[config.mk]
export PLATFORM = sky130hd
export DESIGN_NAME = iter_shifter
export DESIGN_NICKNAME = d
export VERILOG_FILES = /design/src/rtl/iter_shifter.sv
export SDC_FILE = /design/constraint.sdc
export NUM_CORES = 1
export LEC_CHECK = 0
export ABC_AREA = 1
export BUFFER_PORTS_ARGS = -buffer_cell sky130_fd_sc_hd__buf_2
export CAP_MARGIN = 20
export CELL_PAD_IN_SITES_DETAIL_PLACEMENT = 0
export CELL_PAD_IN_SITES_GLOBAL_PLACEMENT = 1
export CORE_MARGIN = 10
export CORE_UTILIZATION = 39
export CTS_CLUSTER_SIZE = 8
export DETAILED_ROUTE_END_ITERATION = 12
export GPL_TIMING_DRIVEN = 0
export HOLD_SLACK_MARGIN = 0.03
export PLACE_DENSITY_LB_ADDON = 0.1
export SLEW_MARGIN = 20
export SYNTH_ARGS = -nofsm -noshare
export SYNTH_HDL_FRONTEND = slang
export SYNTH_SLANG_ARGS = --single-unit
[constraint.sdc]
create_clock -name clk -period 2.9 [get_ports clk]
set_input_delay 0.58 -clock clk [delete_from_list [all_inputs] [get_ports clk]]
set_output_delay 0.58 -clock clk [all_outputs]
set_load 0.02 [all_outputs]
[src/rtl/iter_shifter.sv]
// Iterative shifter: SLL / SRL / SRA / pass-through, at most two bit positions per cycle.
// Optional feature macro: ITER_SHIFTER_SRA_EN (op 10 sign-fills; otherwise it zero-fills like SRL).
module iter_shifter #(
    parameter int unsigned WIDTH   = 32,
    parameter int unsigned SHAMT_W = 5
) (
    input  logic               clk,
    input  logic               reset,
    input  logic               start,
    input  logic [1:0]         op,
    input  logic [SHAMT_W-1:0] shamt,
    input  logic [WIDTH-1:0]   in,
    output logic               busy,
    output logic               done,
    output logic [WIDTH-1:0]   out
);

    localparam logic [1:0] OP_SLL  = 2'b00;
    localparam logic [1:0] OP_PASS = 2'b11;
`ifdef ITER_SHIFTER_SRA_EN
    localparam logic [1:0] OP_SRA  = 2'b10;
`endif

    typedef enum logic [1:0] {
        ST_IDLE  = 2'd0,
        ST_SHIFT = 2'd1,
        ST_DONE  = 2'd2
    } state_t;

    state_t             state_q, state_d;
    logic [WIDTH-1:0]   work_q, work_d;
    logic [SHAMT_W-1:0] cnt_q, cnt_d;
    logic               left_q, left_d;
    logic [WIDTH-1:0]   out_q, out_d;
    logic               done_q, done_d;
    logic               busy_q, busy_d;
`ifdef ITER_SHIFTER_SRA_EN
    logic               sfill_q, sfill_d;
`endif

    logic               two_step;
    logic [SHAMT_W-1:0] step;
    logic [SHAMT_W-1:0] cnt_next;
    logic               fill;
    logic [WIDTH-1:0]   shifted;

    // One iteration of the working register: shift by 1 or 2 in the captured direction.
    always_comb begin
        two_step = (cnt_q >= SHAMT_W'(2));
        step     = two_step ? SHAMT_W'(2) : SHAMT_W'(1);
        cnt_next = cnt_q - step;
`ifdef ITER_SHIFTER_SRA_EN
        fill     = sfill_q;
`else
        fill     = 1'b0;
`endif
        if (left_q) begin
            shifted = two_step ? {work_q[WIDTH-3:0], 2'b00} : {work_q[WIDTH-2:0], 1'b0};
        end else begin
            shifted = two_step ? {fill, fill, work_q[WIDTH-1:2]} : {fill, work_q[WIDTH-1:1]};
        end
    end

    // Next-state and registered-output logic.
    always_comb begin
        state_d = state_q;
        work_d  = work_q;
        cnt_d   = cnt_q;
        left_d  = left_q;
        out_d   = out_q;
        done_d  = 1'b0;
`ifdef ITER_SHIFTER_SRA_EN
        sfill_d = sfill_q;
`endif
        case (state_q)
            ST_IDLE: begin
                if (start) begin
                    work_d = in;
                    cnt_d  = shamt;
                    left_d = (op == OP_SLL);
`ifdef ITER_SHIFTER_SRA_EN
                    sfill_d = (op == OP_SRA) && in[WIDTH-1];
`endif
                    if ((shamt != '0) && (op != OP_PASS)) begin
                        state_d = ST_SHIFT;
                    end else begin
                        state_d = ST_DONE;
                        out_d   = in;
                        done_d  = 1'b1;
                    end
                end
            end
            ST_SHIFT: begin
                work_d = shifted;
                cnt_d  = cnt_next;
                if (cnt_next == '0) begin
                    state_d = ST_DONE;
                    out_d   = shifted;
                    done_d  = 1'b1;
                end
            end
            ST_DONE: begin
                state_d = ST_IDLE;
            end
            default: begin
                state_d = ST_IDLE;
            end
        endcase
        busy_d = (state_d != ST_IDLE);
    end

    // State and output registers with synchronous reset.
    always_ff @(posedge clk) begin
        if (reset) begin
            state_q <= ST_IDLE;
            work_q  <= '0;
            cnt_q   <= '0;
            left_q  <= 1'b0;
            out_q   <= '0;
            done_q  <= 1'b0;
            busy_q  <= 1'b0;
`ifdef ITER_SHIFTER_SRA_EN
            sfill_q <= 1'b0;
`endif
        end else begin
            state_q <= state_d;
            work_q  <= work_d;
            cnt_q   <= cnt_d;
            left_q  <= left_d;
            out_q   <= out_d;
            done_q  <= done_d;
            busy_q  <= busy_d;
`ifdef ITER_SHIFTER_SRA_EN
            sfill_q <= sfill_d;
`endif
        end
    end

    assign busy = busy_q;
    assign done = done_q;
    assign out  = out_q;

endmodule

; ---- Word level (Yosys, flattened, before mapping)
; Index checks and enable logic that the tools add are counted.
; Widths: inputs -> output; s select.
[op_classes]
addsub = 1
n_lt_le_gt_ge = 1
n_mux = 20
eq_ne = 5
reduce_logical = 10
[ops]
columns = op, count
row1 = $mux 32, 6
row2 = $pmux 32 s2, 2
row3 = $mux 31, 1
row4 = $pmux 5 s2, 1
row5 = $mux 2, 4
row6 = $ne 2x2->1 const B, 4
row7 = $ge 5x2->1 const B, 1
row8 = $logic_not 5->1, 1
row9 = $mux 5, 1
row10 = $reduce_bool 5->1, 1
row11 = $sub 5x2->5, 1
row12 = $logic_not 2->1, 2
row13 = $pmux 2 s2, 1
row14 = $reduce_and 2->1, 2
row15 = $reduce_and 4->1, 1
row16 = $reduce_bool 2->1, 2
row17 = $mux 1, 3
row18 = $eq 2x1->1 const B, 1
row19 = $pmux 1 s2, 1
row20 = $logic_and 1x1->1, 1
[totals]
ff_bits = 74
output_inout_bits = 34
in_bits = 42
wordCells = 44

; ---- Logic depth before layout (Yosys ltp)
; Gate-level depths: netlist of the first run.
[logic_depth]
ltp_word = 7
ltp_mapped = 18
ltp_nobuf = 15

; ---- Worst setup path after synthesis of the first run
; Ideal clock, no wire load.
[synth_timing]
path_kind = reg-to-reg
startpoint = register cnt_q[1]
endpoint = register out_q[1], in the netlist out[1]
synth_period_minus_slack_ps = 2489
t_required_ps = 2787
path_buffers = 3
setup_slack_ps = 411
arrival_time_ps = 2376
path_stages_with_launch = 18
setup_ps = 113
cell_sequence = dfxtp_1 nor2_1 nand2_2 buf_6 buf_6 inv_1 ha_1 inv_1 fa_1 inv_1 nand2_1 nor2_2 nand3_2 nand2_2 nand2_4 buf_6 nor2_1 nor2_1
[synth_between]
elab_chain_len = 6
elab_cells_between_ends = 11
cone_classes = add/sub: 1 / order compare: 1 / eq/ne: 1 / mux: 6 / reduce/logical: 2
[synth_rtl]
columns = element, line_no
row1 = "start, declared", 32  ; logic [SHAMT_W-1:0] cnt_q, cnt_d;
row2 = "start signal, assigned", 128  ; cnt_q <= cnt_d;
row3 = $ge 5x2->1, 49  ; two_step = (cnt_q >= SHAMT_W'(2));
row4 = $mux 2, 50  ; step = two_step ? SHAMT_W'(2) : SHAMT_W'(1);
row5 = $sub 5x2->5, 51  ; cnt_next = cnt_q - step;
row6 = $logic_not 5->1, 96  ; if (cnt_next == '0) begin
row7 = $ne 2x2->1 (no source line), n/a
row8 = $reduce_and 4->1 (no source line), n/a
row9 = "end signal, assigned", 130  ; out_q <= out_d;
row10 = "end, declared", 34  ; logic [WIDTH-1:0] out_q, out_d;
; Several ways; a longest one is shown, not always the timed one. The select of a mux whose other input is x is not followed.
; A chain may end at the register's enable or synchronous reset.

; ---- Worst setup path after layout of the first run
[layout_timing]
startpoint = register cnt_q[3]
endpoint = register out_q[17], in the netlist out[17]
; The elaborated chain is that of the path after synthesis.

==> results of run 1 <==
[area by class of cell]
type | count | share of cell area, %
Multi-Input combinational cell | 506 | 44.9
Tap cell | 140 | 3.32
Buffer | 44 | 5.49
Clock buffer | 13 | 4.75
Sequential cell | 74 | 28.1
Timing Repair Buffer | 75 | 7.17
Inverter | 83 | 5.91
Clock inverter | 3 | 0.285
[per-layer routing]
| layer | GRT usage (%) | vias to the layer above | wire [um] | share of wire, % |
|---|---|---|---|---|
| met1 | 23.1 | 2127 | 6980 | 49 |
| met4 | 6.30 | 0 | 236 | 1.7 |
| li1 | - | 2382 | - | - |
| met3 | 3.08 | 17 | 696 | 4.9 |
| met5 | 0 | - | 0 | 0 |
| met2 | 28.0 | 116 | 6330 | 44 |
[how the worst min path moves through the flow]
stage / to / depth (start not counted) / from / slack (ps)
3_3_place_gp: cnt_q[0] / 2 / cnt_q[0] / 460
5_1_grt: cnt_q[0] / 2 / cnt_q[0] / 480
2_1_floorplan: cnt_q[0] / 2 / cnt_q[0] / 430
3_5_place_dp: cnt_q[0] / 2 / cnt_q[0] / 470
6_report: cnt_q[0] / 2 / cnt_q[0] / 470
4_1_cts: left_q / 2 / left_q / 480
[worst max-delay path: cells and delay by family (launching register included)]
kind | cells | cell delay, ps
and+or+nand+nor | 9 | 940
DFF | 1 | 350
adders and majority gates | 2 | 600
buffers and inverters | 6 | 690
[timing repair]
| item | in CTS | in global routing |
|---|---|---|
| buffers inserted | 0 | 1 |
| pin swaps | 0 | 2 |
| hold buffers | 0 | 0 |
| resized for setup | 2 | 7 |
| endpoints found under the setup margin | 26 | 32 |
| hold endpoints to repair | 0 | 0 |
[cells in the mapped netlist (all sizes together), types with 2 or more instances]
master	number	share of area [%]
inv	83	7.0
dfxtp	74	33
ha	2	0.57
buf	28	5.1
nand3	68	10
nor2	135	12
clkbuf	16	1.4
a21oi	7	0.79
o21ai	100	11
nand2	187	17
[registers in the layout (all words and copies together), names as in the netlist]
signal,flops
out,32
busy,1
cnt_q,5
state_q,2
done,1
left_q,1
work_q,32
[per-stage QoR]
| step | TNS, ps | std cells | cell area [um2] |
|---|---|---|---|
| finish | 0 | 938 | 5270 |
| global route | 0 | 938 | 5270 |
| detailed placement | -402 | 921 | 4970 |
| CTS | 0 | 937 | 5240 |
| global placement | -35.5 | 921 | 4970 |
| floorplan | 0 | 707 | 4420 |
[logic make-up (layout without fill, tap and decap cells)]
kind of cell / after synthesis / after routing / synth area share, %
flip-flops: 74 / 74 / 33.5
adder cells (fa/ha/maj): 3 / 3 / 1.02
AO/OA/AOI/OAI: 110 / 110 / 12.7
buffers and inverters: 127 / 218 / 13.6
AND/OR/NAND/NOR: 393 / 393 / 39.3
[power by group through the flow]
stage / combinational [mW] / clock (mW) / sequential (mW)
detailed placement: 1.44 / 0 / 1.27
floorplan: 1.01 / 0 / 1.32
global placement: 1.43 / 0 / 1.27
CTS: 1.45 / 1.06 / 1.25
finish: 1.48 / 1.04 / 1.26
global route: 1.65 / 1.11 / 1.28
==> results.cfg, run 1 <==
[critical_path]
path_cells = nor2_4 -> nand2_2 -> buf_6 -> buf_6 -> inv_2 -> ha_1 -> inv_1 -> fa_1 -> inv_1 -> nand2_1 -> nor2_4 -> nand3_2 -> nand2_2 -> nand2_4 -> buf_6 -> nor2_1 -> nor2_1
cp.arrival_ps = 2930
r2r_start = cnt_q[3]
crit_type = flop to flop
worstPathRequired_ps = 3140
r2r_slack_ps = 210
endpoint = out[17]
critPathSlowestCell = fa_1
slowest_delay_ps = 460
end_kind = flop
crit_path_start_kind = flop
crit_path_frequent_cell = buf_6
path_max_fanout = 10
r2r-end = out[17]
worstRegToRegCells = 17
crit_start = cnt_q[3]

[power_and_ir_drop]
p_leak_nw = 2.67
clkPwrFrac_pct = 27.6
combPwrFrac_pct = 39.1
switching_power_mw = 1.50
peakVddDrop_uv = 321
intPower_mw = 2.27
seqPwrFrac_pct = 33.3
power_mw = 3.78
power.density_nw_per_um2 = 717
swShare_pct = 39.8

[synth]
ys_types = 26
synth_area_um2 = 4420
syn_inst = 707
synth_nets = 752
ys_seq_area_share_pct = 33.5
yosys_warnings = 0
async_flop_share_pct = 0
ys_dominant_reg_cell = dfxtp_1
avgSynthCellArea_um2 = 6.26
synth-edff-count = 0
ys_ff_latch = 74

[timing]
setup_viol = 0
worst_pin_slew_ps = 621
whs_ps = 468
relSlewSlack_pct = 58.6
hold_violations = 0
rsz0062_at_grt = false
slew_violations = 0
fmax_mhz = 371
fin_crit_ps = 2690
setup_ws_ps = 206
skew_ps = 7.88
finalCritPeriodShare_pct = 92.9

[finish]
fin_util_pct = 48.0
antennaDiodeCount = 0
final_common_cell = nand2_1
layout_common_cells = 171 x nand2_1, 129 x nor2_1, 82 x inv_1, 82 x buf_2, 73 x dfxtp_1
fillers = 1177
nets = 838
regArea_um2 = 1480
drive_gt1_share_pct = 19.9
multi_input_area_um2 = 2370
syn_to_final_growth_pct = 19.1

[cts]
path_clk_slew_ps = 60
cts_num_sinks = 74
cts.htree.levels = 3
cts.path.max_buffers = 2
clock_latency_ps = 350
cts_tree = built
cts_buffers = 9
cts_root_buf = clkbuf_16

[drt]
postRouteWirelength_mm = 14.2
wire_per_inst_um = 15.2
drc = 0
drt_iter0_drc = 337
ant_nets = 0
via_per_inst = 4.95
first_pass_iters = 5
route.vias.total = 4642

[grt]
antenna_found_initial = 0
grt_usage_pct = 17.5
gr-total-overflow = 0
grt_pass1_wl_mm = 23.1
grt_pass1_vias = 4486
grt_max_degree = 12

[place]
io_buffers = 74
place_ws_ps = -38.2
gp_congestion = 0.866
dpl.hpwl_mm = 10.4

[floorplanning]
core_um2 = 11000
dieArea_um2 = 16000
dieWidth_um = 127
die_h_um = 127
fp-row-count = 38
start_util_pct = 40.3
pin_count = 76

[min_path]
min_path_type = flop to flop

[flow_run]
maxCapViolations = 0

[outcome]
outcome = finished clean
No activity file was read; power rests on OpenSTA's default activity.
==> run 2: changes to the inputs <==
- ABC_AREA: 1 -> unset
- CORE_UTILIZATION: 39 -> 40
==> run 2 against run 1 <==
Against the previous run:
- highest routed layer unchanged
- global-route usage increased by 1.6 points
- the run now ends with negative setup slack left
- largest cell class unchanged
- maximum frequency decreased by 9.2%
- cell count decreased by 25%
- register-to-register slack got worse by 270 ps
- critical path type unchanged
- non-clock buffer count increased by 5
- worst setup slack got worse by 270 ps
==> results.cfg, run 2 <==
[outcome]
outcome = finished, violations left
violations = negative setup slack

[synth]
syn_inst = 478
synth_top_area_share_pct = 39.2
synthTopCellsByArea = dfxtp_1 39%, a211oi_1 8.7%, nand2_1 7.9%, nor2_1 7.2%, mux2i_1 6.6%
synth.most_common_cell = nand2_1
synth_area_um2 = 3780
synth_common_cells = 80 x nand2_1, 74 x dfxtp_1, 72 x nor2_1, 44 x a211oi_1, 38 x a21oi_1
ys_ff_latch = 74
synth-edff-count = 0
ys_types = 48
avgSynthCellArea_um2 = 7.91
yosys_warnings = 0
async_flop_share_pct = 0
ys_dominant_reg_cell = dfxtp_1
yosysTopAreaCell = dfxtp_1
synth_nets = 523
ys_seq_area_share_pct = 39.2

[drt]
wire_per_inst_um = 18.5
drc = 0
postRouteWirelength_mm = 13.1
first_pass_iters = 5
route.vias.total = 3879
ant_nets = 0
drt_iter0_drc = 254
via_per_inst = 5.48

[timing]
relSlewSlack_pct = 58.1
fmax_mhz = 337
setup_ws_ps = -68.5
fin_crit_ps = 2970
rsz0062_at_grt = true
slew_violations = 0
worst_pin_slew_ps = 629
setup_viol = 28
skew_ps = 12.1
hold_violations = 0
finalCritPeriodShare_pct = 102

[cts]
cts.htree.levels = 3
cts_hold_buf = 0
cts_num_sinks = 74
cts_buffers = 9
path_clk_slew_ps = 90
cts_tree = built
cts_root_buf = clkbuf_8
cts.path.max_buffers = 2
clock_latency_ps = 370

[finish]
fillers = 964
layout_common_cells = 80 x nand2_1, 78 x buf_2, 72 x dfxtp_1
fin_cells = 708
multi_input_area_um2 = 2150
regArea_um2 = 1490
syn_to_final_growth_pct = 26.2
final_common_cell = nand2_1
nets = 619
drive_gt1_share_pct = 25.0
antennaDiodeCount = 0

[min_path]
hp-start = work_q[30]
min_to = work_q[30]
min_path_type = flop to flop
hold_depth = 2

[floorplanning]
dieWidth_um = 117
start_util_pct = 40.9
core_um2 = 9240
pin_count = 76
fp-row-count = 35
die_h_um = 117
dieArea_um2 = 13700

[critical_path]
crit_type = flop to flop
r2r_start = cnt_q[2]
worstPathRequired_ps = 3130
end_kind = flop
cp.arrival_ps = 3200
slowest_delay_ps = 610
critPathSlowestCell = or4_4
crit_path_start_kind = flop
r2r-end = out[10]
path_cells = or4_4 -> inv_12 -> ha_4 -> inv_4 -> fa_2 -> xnor2_2 -> nor4_2 -> a22o_1 -> buf_6 -> buf_12 -> mux2i_2 -> nor2_1
worstRegToRegCells = 12
path_max_fanout = 6
r2r_slack_ps = -70

[grt]
grt_usage_pct = 19.1
grt_pass1_vias = 3834
grt_pass1_wl_mm = 20.5
grt_max_degree = 16
antenna_found_initial = 0
gr-total-overflow = 0

[place]
dpl.hpwl_mm = 9.44
gp_congestion = 0.892
io_buffers = 74
place_inst = 681

[power_and_ir_drop]
power.density_nw_per_um2 = 691
power_mw = 3.30
p_leak_nw = 1.90
peakVddDrop_uv = 306

[flow_run]
maxCapViolations = 0
run 2: report_power, final:
part           internal (mW)  switching [mW]
sequential              1.13          0.0956
clock                  0.412           0.443
combinational          0.480           0.731
total                   2.02            1.27
run 2: worst max-delay path, delay by kind of cell, from the launching register on:
| kind | cells | cell delay (ps) |
|---|---|---|
| simple gates | 3 | 950 |
| flops | 1 | 350 |
| xor+xnor | 1 | 160 |
| buf+inv | 4 | 440 |
| compound gates | 1 | 210 |
| mux | 1 | 200 |
| fa+ha+maj | 2 | 490 |
run 2: area by class of cell:
| type | count | share of cell area (%) |
|---|---|---|
| multi-input combinational | 361 | 45.1 |
| sequential | 74 | 31.2 |
| timing repair buffer | 86 | 10.4 |
| buffer | 38 | 4.88 |
| tap | 129 | 3.38 |
| clock buffer | 9 | 2.60 |
| clock inverter | 7 | 1.73 |
| inverter | 3 | 0.551 |
| timing repair inverter | 1 | 0.184 |
run 2: cell families (layout without fill, tap and decap cells):
family	Yosys count	in the layout	synth area share [%]
AND/OR/NAND/NOR	196	196	21.7
AO/OA/AOI/OAI	132	132	24.2
flip-flops	74	74	39.2
buffers and inverters	43	144	5.70
multiplexers	28	28	7.52
adder cells (fa/ha/maj)	3	3	1.19
XOR/XNOR	2	2	0.464
run 2: how the worst max path moves through the flow:
| stage | startpoint | end |
|---|---|---|
| floorplan | cnt_q[2] | out[10] |
| global placement | cnt_q[2] | out[31] |
| detailed placement | cnt_q[2] | out[31] |
| CTS | cnt_q[2] | out[4] |
| global route | cnt_q[2] | out[13] |
| finish | cnt_q[2] | out[10] |
run 2: metrics by stage:
step	setup TNS, ps	util [%]	setup WS, ps	cell area, um2	hold WS (ps)
after floorplan	0	-	3.18	3800	442
after global placement	-10710	46.9	-339	4330	452
after detailed placement	-10120	46.9	-322	4330	460
after CTS	0	50.6	0.896	4680	473
after global routing	-4020	51.6	-159	4770	507
final	-1230	51.6	-68.5	4770	474
run 2: per-layer routing:
layer  wire length, um  GRT usage, %  up-vias
met4               211          6.01        0
li1                  -             -     1881
met3               878          3.47       22
met5                 0             0        -
met2              5920          29.8      149
met1              6080          26.0     1827
run 2: timing repair:
item / 4_1_cts / 5_1_grt
endpoints found under the hold margin: 0 / 0
cloned: 1 / 2
pin swaps: 3 / 7
resized for setup: 21 / 10
setup buffers: 8 / 2
setup endpoints to repair: 34 / 32
==> run 3: changes to the inputs <==
- ABC_AREA: unset -> 1
- BUFFER_PORTS_ARGS: -buffer_cell sky130_fd_sc_hd__buf_2 -> -buffer_cell sky130_fd_sc_hd__buf_4
- CORE_UTILIZATION: 40 -> 39
==> run 3 against run 2 <==
Against the previous run:
- the run now ends clean
- utilization down 1.7 points
- die area up 17%
- register-to-register slack better by 230 ps
- cell count up 32%
- clock skew down 5.7 ps
- via count up 19%
- maximum frequency up 8.3%
- critical path type unchanged
- critical endpoint is now out[14]
==> results.cfg, run 3 (synthesis gave the netlist of run 1 again) <==
[grt]
grt_max_degree = 12
gr-total-overflow = 0
grt_pass1_wl_mm = 23.0
grt_usage_pct = 17.7
grt_pass1_vias = 4437
antenna_found_initial = 0

[power_and_ir_drop]
peakVddDrop_uv = 354
seqPwrFrac_pct = 32.0
combPwrFrac_pct = 38.7
intPower_mw = 2.43
switching_power_mw = 1.51
p_leak_nw = 2.72
clkPwrFrac_pct = 29.3
swShare_pct = 38.4
power.density_nw_per_um2 = 719

[critical_path]
path_max_fanout = 10
crit_start = cnt_q[3]
r2r_start = cnt_q[3]
r2r_slack_ps = 160
end_kind = flop
worstRegToRegCells = 17
r2r-end = out[14]
cp.arrival_ps = 2990
crit_type = flop to flop
endpoint = out[14]
worstPathRequired_ps = 3140
crit_path_start_kind = flop

[timing]
skew_ps = 6.42
fmax_mhz = 365
fin_crit_ps = 2740
setup_viol = 0
worst_pin_slew_ps = 600
slew_violations = 0
relSlewSlack_pct = 60.0
hold_violations = 0
finalCritPeriodShare_pct = 94.5

[drt]
first_pass_iters = 5
route.vias.total = 4617
drc = 0
wire_per_inst_um = 15.3
postRouteWirelength_mm = 14.3
via_per_inst = 4.92
drt_iter0_drc = 361
ant_nets = 0

[place]
dpl.hpwl_mm = 10.6
io_buffers = 74
placedInstanceArea_um2 = 5150
place_inst = 921
gp_congestion = 0.869

[finish]
antennaDiodeCount = 0
design_area_um2 = 5490
fillers = 1194
multi_input_area_um2 = 2360
layout_common_cells = 171 x nand2_1, 131 x nor2_1, 82 x inv_1
nets = 838
regArea_um2 = 1490
final_common_cell = nand2_1
syn_to_final_growth_pct = 24.0
fin_util_pct = 49.9
drive_gt1_share_pct = 19.9
fin_cells = 938

[min_path]
min_path_type = flop to flop
hp-start = cnt_q[0]

[cts]
cts_num_sinks = 74
clock_latency_ps = 350
cts_buffers = 9
cts.htree.levels = 3
cts_tree = built
cts.path.max_buffers = 2
cts_root_buf = clkbuf_16
path_clk_slew_ps = 60
cts_hold_buf = 0

[flow_run]
maxCapViolations = 0

[floorplanning]
pin_count = 76
core_um2 = 11000
start_util_pct = 40.3
dieWidth_um = 127
die_h_um = 127
dieArea_um2 = 16000
fp-row-count = 38

[outcome]
outcome = finished clean
-- run 3: cell types whose count changed in the layout (fill, tap and decap cells not counted), moves of 11 or more --
cell and change:
buf_2 -70, buf_4 +65, mux2i_1 -24, nand3_2 +21, o21ai_0 +33, o21ai_1 +55, nor2_1 +60, nand2_2 +14
buf_6 +11, nand2_1 +91, inv_1 +81, a211oi_1 -38, a21oi_1 -31, nand3_1 +31
-- run 3: layout make-up --
class,count,share of cell area [%]
multi-input combinational,506,43.1
inverter,83,5.68
timing repair buffer,75,10.3
clock inverter,2,0.639
buffer,44,5.27
sequential,74,27.1
tap,140,3.19
clock buffer,14,4.81
-- run 3: metal layers --
metal / track usage (%) / part of all wire, % / vias to the layer above
met5: 0 / 0 / -
li1: - / - / 2374
met1: 23.6 / 49 / 2100
met3: 4.08 / 5.4 / 16
met2: 27.4 / 44 / 127
met4: 6.30 / 1.5 / 0
-- run 3: how the worst min path moves through the flow --
stage,depth (start not counted),endpoint
after floorplan,2,cnt_q[0]
after global placement,2,cnt_q[0]
after detailed placement,2,cnt_q[0]
after CTS,2,cnt_q[0]
after global routing,2,cnt_q[0]
final,2,cnt_q[0]
-- run 3: repair_timing --
item | CTS | global route
endpoints found under the setup margin | 30 | 32
endpoints found under the hold margin | 0 | 0
gates resized for setup | 3 | 6
setup buffers | 0 | 1
pin swaps | 0 | 2
-- run 3: power groups by stage --
stage	clock, mW	combinational (mW)	sequential (mW)
6_report	1.15	1.53	1.26
5_1_grt	1.21	1.71	1.28
4_1_cts	1.17	1.50	1.26
3_5_place_dp	0	1.49	1.28
3_3_place_gp	0	1.48	1.27
2_1_floorplan	0	1.01	1.32
-- run 3: worst max-delay path, cell delays in order (launching register included) --
cell and delay (ps):
dfxtp_2 340, nor2_4 180, nand2_2 80, buf_6 160
buf_6 150, inv_2 90, ha_1 150, inv_1 60
fa_1 470, inv_1 70, nand2_1 80, nor2_4 160
nand3_2 90, nand2_2 100, nand2_4 110, buf_6 170
nor2_1 110, nor2_1 60
-- run 3: stage by stage --
stage                     total power, mW  setup TNS [ps]  hold slack (ps)  setup WS (ps)
after CTS                            3.93               0              475           12.2
after detailed placement             2.76           -1840              466           -100
after floorplan                      2.33               0              435            411
after global placement               2.75            -179              456          -41.6
after global routing                 4.20           -91.0              504          -22.6
final                                3.94               0              476            158
